--- config.mk ---
export PLATFORM = sky130hd
export DESIGN_NAME = exec_unit
export DESIGN_NICKNAME = d
export VERILOG_FILES = /design/src/rtl/exec_unit.sv
export SDC_FILE = /design/constraint.sdc
export NUM_CORES = 1
export LEC_CHECK = 0
export CAP_MARGIN = 20
export CORE_MARGIN = 4
export CORE_UTILIZATION = 54
export DETAILED_ROUTE_END_ITERATION = 10
export GPL_TIMING_DRIVEN = 0
export HOLD_SLACK_MARGIN = 0.06
export PLACE_DENSITY = 0.78
export SYNTH_ARGS = -nofsm -noshare
export SYNTH_HDL_FRONTEND = slang
export SYNTH_SLANG_ARGS = --single-unit
--- constraint.sdc ---
create_clock -name clk -period 3.88 [get_ports clk]
set_input_delay 0.776 -clock clk [delete_from_list [all_inputs] [get_ports clk]]
set_output_delay 0.776 -clock clk [all_outputs]
set_load 0.02 [all_outputs]
--- src/rtl/exec_unit.sv ---
// Single-issue execution stage feeding a 4x8 register file that writes every falling edge.
// write_id/new_data always hold a legal write pair: a fresh result or the last value written.
module exec_unit #(
  parameter int DATA_W = 8
) (
  input  logic              clk,
  input  logic              reset,
  input  logic              instr_valid,
  input  logic [15:0]       instr,
  output logic              instr_ready,
  input  logic [DATA_W-1:0] reg1,
  input  logic [DATA_W-1:0] reg2,
  input  logic [DATA_W-1:0] reg3,
  input  logic [DATA_W-1:0] reg4,
  output logic [1:0]        write_id,
  output logic [DATA_W-1:0] new_data,
  output logic              carry,
  output logic              zero
);

  typedef enum logic [1:0] {
    ST_CLR   = 2'd0,
    ST_IDLE  = 2'd1,
    ST_EXEC  = 2'd2,
    ST_WRITE = 2'd3
  } state_t;

  localparam logic [2:0] OP_NOP  = 3'b000;
  localparam logic [2:0] OP_LDI  = 3'b001;
  localparam logic [2:0] OP_MOV  = 3'b010;
  localparam logic [2:0] OP_ADD  = 3'b011;
  localparam logic [2:0] OP_SUB  = 3'b100;
  localparam logic [2:0] OP_AND  = 3'b101;
  localparam logic [2:0] OP_XOR  = 3'b110;
  localparam logic [2:0] OP_ADDI = 3'b111;

  state_t              state_r, state_s;
  logic [1:0]          sweep_r;
  logic [2:0]          op_r;
  logic [1:0]          rd_r, rs_r;
  logic [DATA_W-1:0]   imm_r;
  logic [DATA_W-1:0]   rd_val_s, rs_val_s, result_s;
  logic                carry_s, writes_s;
  logic [1:0]          write_id_r;
  logic [DATA_W-1:0]   new_data_r;
  logic                carry_r, zero_r, ready_r;
  logic                unused_rsvd_s;

  // Reserved instruction bit carries no meaning.
  assign unused_rsvd_s = instr[8];

  assign instr_ready = ready_r;
  assign write_id    = write_id_r;
  assign new_data    = new_data_r;
  assign carry       = carry_r;
  assign zero        = zero_r;

  // Operand selection from the register file read ports.
  always_comb begin
    rd_val_s = {DATA_W{1'b0}};
    rs_val_s = {DATA_W{1'b0}};
    case (rd_r)
      2'd0:    rd_val_s = reg1;
      2'd1:    rd_val_s = reg2;
      2'd2:    rd_val_s = reg3;
      2'd3:    rd_val_s = reg4;
      default: rd_val_s = {DATA_W{1'b0}};
    endcase
    case (rs_r)
      2'd0:    rs_val_s = reg1;
      2'd1:    rs_val_s = reg2;
      2'd2:    rs_val_s = reg3;
      2'd3:    rs_val_s = reg4;
      default: rs_val_s = {DATA_W{1'b0}};
    endcase
  end

  // ALU: result and carry/borrow for the latched instruction.
  always_comb begin
    result_s = rd_val_s;
    carry_s  = carry_r;
    writes_s = 1'b1;
    case (op_r)
      OP_NOP:  writes_s = 1'b0;
      OP_LDI:  begin result_s = imm_r;               carry_s = 1'b0; end
      OP_MOV:  begin result_s = rs_val_s;            carry_s = 1'b0; end
      OP_ADD:  {carry_s, result_s} = {1'b0, rd_val_s} + {1'b0, rs_val_s};
      // Bit 8 of the 9-bit difference is the unsigned borrow.
      OP_SUB:  {carry_s, result_s} = {1'b0, rd_val_s} - {1'b0, rs_val_s};
      OP_AND:  begin result_s = rd_val_s & rs_val_s; carry_s = 1'b0; end
      OP_XOR:  begin result_s = rd_val_s ^ rs_val_s; carry_s = 1'b0; end
      OP_ADDI: {carry_s, result_s} = {1'b0, rd_val_s} + {1'b0, imm_r};
      default: writes_s = 1'b0;
    endcase
  end

  // Next-state logic.
  always_comb begin
    state_s = state_r;
    case (state_r)
      ST_CLR:   if (sweep_r == 2'd3) state_s = ST_IDLE; else state_s = ST_CLR;
      ST_IDLE:  if (instr_valid)     state_s = ST_EXEC; else state_s = ST_IDLE;
      ST_EXEC:  if (writes_s)        state_s = ST_WRITE; else state_s = ST_IDLE;
      ST_WRITE: state_s = ST_IDLE;
      default:  state_s = ST_CLR;
    endcase
  end

  // State register.
  always_ff @(posedge clk or negedge reset) begin
    if (!reset) state_r <= ST_CLR;
    else        state_r <= state_s;
  end

  // Post-reset sweep counter; index 0 is already being written while in reset.
  always_ff @(posedge clk or negedge reset) begin
    if (!reset)                                    sweep_r <= 2'd0;
    else if (state_r == ST_CLR && sweep_r != 2'd3) sweep_r <= sweep_r + 2'd1;
    else                                           sweep_r <= sweep_r;
  end

  // Instruction latch, loaded only on the accepting edge.
  always_ff @(posedge clk or negedge reset) begin
    if (!reset) begin
      op_r  <= 3'd0;
      rd_r  <= 2'd0;
      rs_r  <= 2'd0;
      imm_r <= {DATA_W{1'b0}};
    end else if (state_r == ST_IDLE && instr_valid) begin
      op_r  <= instr[15:13];
      rd_r  <= instr[12:11];
      rs_r  <= instr[10:9];
      imm_r <= instr[7:0];
    end else begin
      op_r  <= op_r;
      rd_r  <= rd_r;
      rs_r  <= rs_r;
      imm_r <= imm_r;
    end
  end

  // Write pair and flags; held unless the sweep or a writing op updates them.
  always_ff @(posedge clk or negedge reset) begin
    if (!reset) begin
      write_id_r <= 2'd0;
      new_data_r <= {DATA_W{1'b0}};
      carry_r    <= 1'b0;
      zero_r     <= 1'b0;
    end else if (state_r == ST_CLR && sweep_r != 2'd3) begin
      write_id_r <= sweep_r + 2'd1;
      new_data_r <= {DATA_W{1'b0}};
    end else if (state_r == ST_EXEC && writes_s) begin
      write_id_r <= rd_r;
      new_data_r <= result_s;
      carry_r    <= carry_s;
      zero_r     <= (result_s == {DATA_W{1'b0}});
    end else begin
      write_id_r <= write_id_r;
      new_data_r <= new_data_r;
      carry_r    <= carry_r;
      zero_r     <= zero_r;
    end
  end

  // Ready is registered from the next state so it is high exactly in IDLE.
  always_ff @(posedge clk or negedge reset) begin
    if (!reset) ready_r <= 1'b0;
    else        ready_r <= (state_s == ST_IDLE);
  end

endmodule

==> out/metrics.yaml <==
synth_cell_types: 70
firstDrtPassIters: 6
rsz0062_at_grt: "no"
syn-num-nets: 445
ant_nets: 0
violations: "negative setup slack"
grtUsageTotal: 0.286
drc: 0
drt-initial-drc-count: 401
maxSlewViolCount: 0
slowest_stage: "mux4_2"
clockBufferDepth: 2
cp_num_buf_inv: 1
cts_tree: "done"
crit_chain: "clkdlybuf4s50_1, mux4_2, ha_1, a211o_1, a21oi_1, a221o_1, o311ai_0, a211oi_2, or3b_1, o21ai_1"
syn_inst: 364
critical_path_class: "in2reg"
regArea_um2: 801
fp.dieArea_um2: 7580
core_area_um2: 5990
grt_pass1_wl_mm: 16.7
required_ns: 4.09
worst_slew_pin_slew_ns: 0.672
yosysWarnings: 0
diodes: 0
fin_crit_sh: 1.00
dieHeight_um: 87.1
final-setup-viol-count: 1
cts_root_buf: "clkbuf_8"
slew_headroom: 0.546
cp_max_fo: 6
min_path_type: "reg2reg"
die_w_um: 87.1
status: "finished, violations left"
cts_sinks: 32
grt_max_degree: 22
place.gp.congestion: 0.974
synthArstFlopShare: 1.00
cts_hold_buf: 0
report.final.hold_viol_count: 0
cp-end-kind: "flip-flop"
fillers: 481
synth_edf_count: 0
initial_core_util: 0.563
cts_buffers: 5
area_delta_synth_final_pct: 25.6
grt_pass1_vias: 3339
via_count: 3356
totalWireLength_mm: 10.4
skew_ns: 0.00713
row_count: 28
yosysSeqAreaShare: 0.237
ys_ff_latch: 32
place_area_um2: 4120
hold_ws_ns: 0.495
multiInputGateArea_um2: 2390
fin_ws_ns: -0.000656
worstSkewPairLatency_ns: 0.28
ios: 64
max_freq_mhz: 258
cts.clk_slew.worst_paths_ns: 0.06
critPathMaxStageDelay_ns: 0.58
start_kind: "input pin"
design_area_um2: 4240
postCtsSetupBuffers: 0
port-buffer-count: 62
grt_overflow_total: 0
cap_violations: 0
drive_gt1_frac: 0.145
finalCriticalPeriod_ns: 3.88
syn_area_per_cell_um2: 9.27
synthesis.area_um2: 3380
viasPerCell: 6.58
synth_ff_type: "dfrtp_1"
htreeDepth: 2
nets: 515
antenna_found_initial: 0
critPathTopFamily: "compound AO/OA/AOI/OAI gates"
avgRoutedWirePerCell_um: 20.4
arrival_ns: 4.09
hpwl_mm: 8.22
## registers in the layout, summed over array words and instances, names as in the netlist
| signal | cells |
|---|---|
| carry | 1 |
| imm_r | 8 |
| instr_ready | 1 |
| new_data | 8 |
| op_r | 3 |
| rd_r | 2 |
| rs_r | 2 |
| state_r | 2 |
| sweep_r | 2 |
| write_id | 2 |
| zero | 1 |
## placed cells by master, fill, tap and decap left out, types with 4 or more instances in the layout
| cell | instances |
|---|---|
| a21o_1 | 4 |
| a21oi_1 | 18 |
| a221o_1 | 4 |
| a31oi_1 | 4 |
| and3_1 | 4 |
| buf_2 | 8 |
| buf_4 | 4 |
| clkbuf_1 | 7 |
| clkbuf_8 | 5 |
| clkdlybuf4s50_1 | 62 |
| dfrtp_1 | 32 |
| ha_1 | 27 |
| inv_1 | 19 |
| mux2_2 | 18 |
| mux2i_1 | 8 |
| mux4_2 | 14 |
| nand2_1 | 29 |
| nand2b_1 | 8 |
| nand3_1 | 11 |
| nor2_1 | 18 |
| nor2b_1 | 5 |
| nor3_1 | 8 |
| o211ai_1 | 5 |
| o21a_1 | 7 |
| o21ai_0 | 15 |
| o21ai_1 | 6 |
| o22ai_1 | 4 |
| or3_1 | 5 |
| xnor2_1 | 4 |
## through the flow
stage / worst slack, ns / util / cells / TNS [ns]
CTS: 0.00294 / 0.707 / 510 / 0
detailed placement: -0.403 / 0.687 / 502 / -0.742
global route: 0.00280 / 0.708 / 510 / 0
global placement: -0.340 / 0.683 / 501 / -0.575
floorplan: 0.546 / - / 364 / 0
finish: -0.000656 / 0.708 / 510 / -0.000656
## kinds of logic (layout without fill, tap and decap cells)
family	count (synthesis)	count (layout)	share of synthesized area
DFF	32	32	0.237
adders and majority gates	30	30	0.118
xor gates and xnor gates	7	7	0.0182
muxes	41	41	0.187
and+or+nand+nor	105	105	0.158
buffers and inverters	43	114	0.0574
AOI/OAI and AO/OA	106	106	0.224
## synthesized netlist by cell type, types with 3 or more instances
| master | instances | share of area |
|---|---|---|
| dfrtp_1 | 32 | 0.24 |
| nand2_1 | 29 | 0.032 |
| ha_1 | 27 | 0.10 |
| inv_1 | 19 | 0.021 |
| a21oi_1 | 18 | 0.027 |
| mux2_2 | 18 | 0.060 |
| nor2_1 | 18 | 0.020 |
| o21ai_0 | 15 | 0.022 |
| mux4_2 | 12 | 0.080 |
| nand3_1 | 11 | 0.016 |
| buf_2 | 8 | 0.012 |
| clkbuf_1 | 8 | 0.0089 |
| mux2i_1 | 8 | 0.024 |
| nand2b_1 | 8 | 0.015 |
| nor3_1 | 8 | 0.012 |
| o21a_1 | 7 | 0.016 |
| o21ai_1 | 6 | 0.0089 |
| nor2b_1 | 5 | 0.0093 |
| o211ai_1 | 5 | 0.011 |
| or3_1 | 5 | 0.0093 |
| a211oi_1 | 4 | 0.0089 |
| a21o_1 | 4 | 0.0089 |
| a221o_1 | 4 | 0.012 |
| a31oi_1 | 4 | 0.0074 |
| and3_1 | 4 | 0.0074 |
| buf_4 | 4 | 0.0089 |
| o22ai_1 | 4 | 0.0074 |
| xnor2_1 | 4 | 0.010 |
| a22oi_1 | 3 | 0.0067 |
| and2_1 | 3 | 0.0056 |
| fa_1 | 3 | 0.018 |
| mux4_1 | 3 | 0.023 |
| nand3b_1 | 3 | 0.0067 |
| o221ai_1 | 3 | 0.0078 |
| o31ai_1 | 3 | 0.0067 |
| xor2_1 | 3 | 0.0078 |
## worst paths after layout
path | from | to | cells past startpoint | slack [ns]
max in group asynchronous | reset | imm_r[3] | 2 | 2.49
setup reg to reg | rd_r[1] | zero | 10 | 0.20
hold / removal | carry | carry | 2 | 0.50
setup / recovery | reg4[1] | zero | 10 | -0.0007
hold reg to reg | carry | carry | 2 | 0.50
min in group asynchronous | reset | imm_r[4] | 1 | 0.88
## worst min-delay path: cells and delay by family (launching register included)
| kind | cells | cell delay, ns |
|---|---|---|
| simple gates | 1 | 0.05 |
| flops | 1 | 0.35 |
| compound gates | 1 | 0.06 |
## final cells by class
cell class / instances / share of cell area
inverters: 21 / 0.0186
clock buffers: 5 / 0.0162
well taps: 75 / 0.0221
multi-input cells: 289 / 0.564
clock inverters: 3 / 0.0100
plain buffers: 22 / 0.0274
flip-flops and latches: 32 / 0.189
repair buffers: 63 / 0.153
## repair_timing
action                                  4_1_cts  5_1_grt
gates resized for setup                       1        6
pin swaps                                     0        0
endpoints found under the setup margin        1        1
## routing by layer
layer,routed length (um),GRT usage,vias to the layer above
li1,-,-,1529
met1,4450,0.389,1624
met2,4960,0.454,170
met3,636,0.0454,33
met4,333,0.112,0
met5,0,0,-
Power is left out: the tool's default activity adds up to more than one toggle a clock period on the data nets, which glitch-free logic cannot reach.
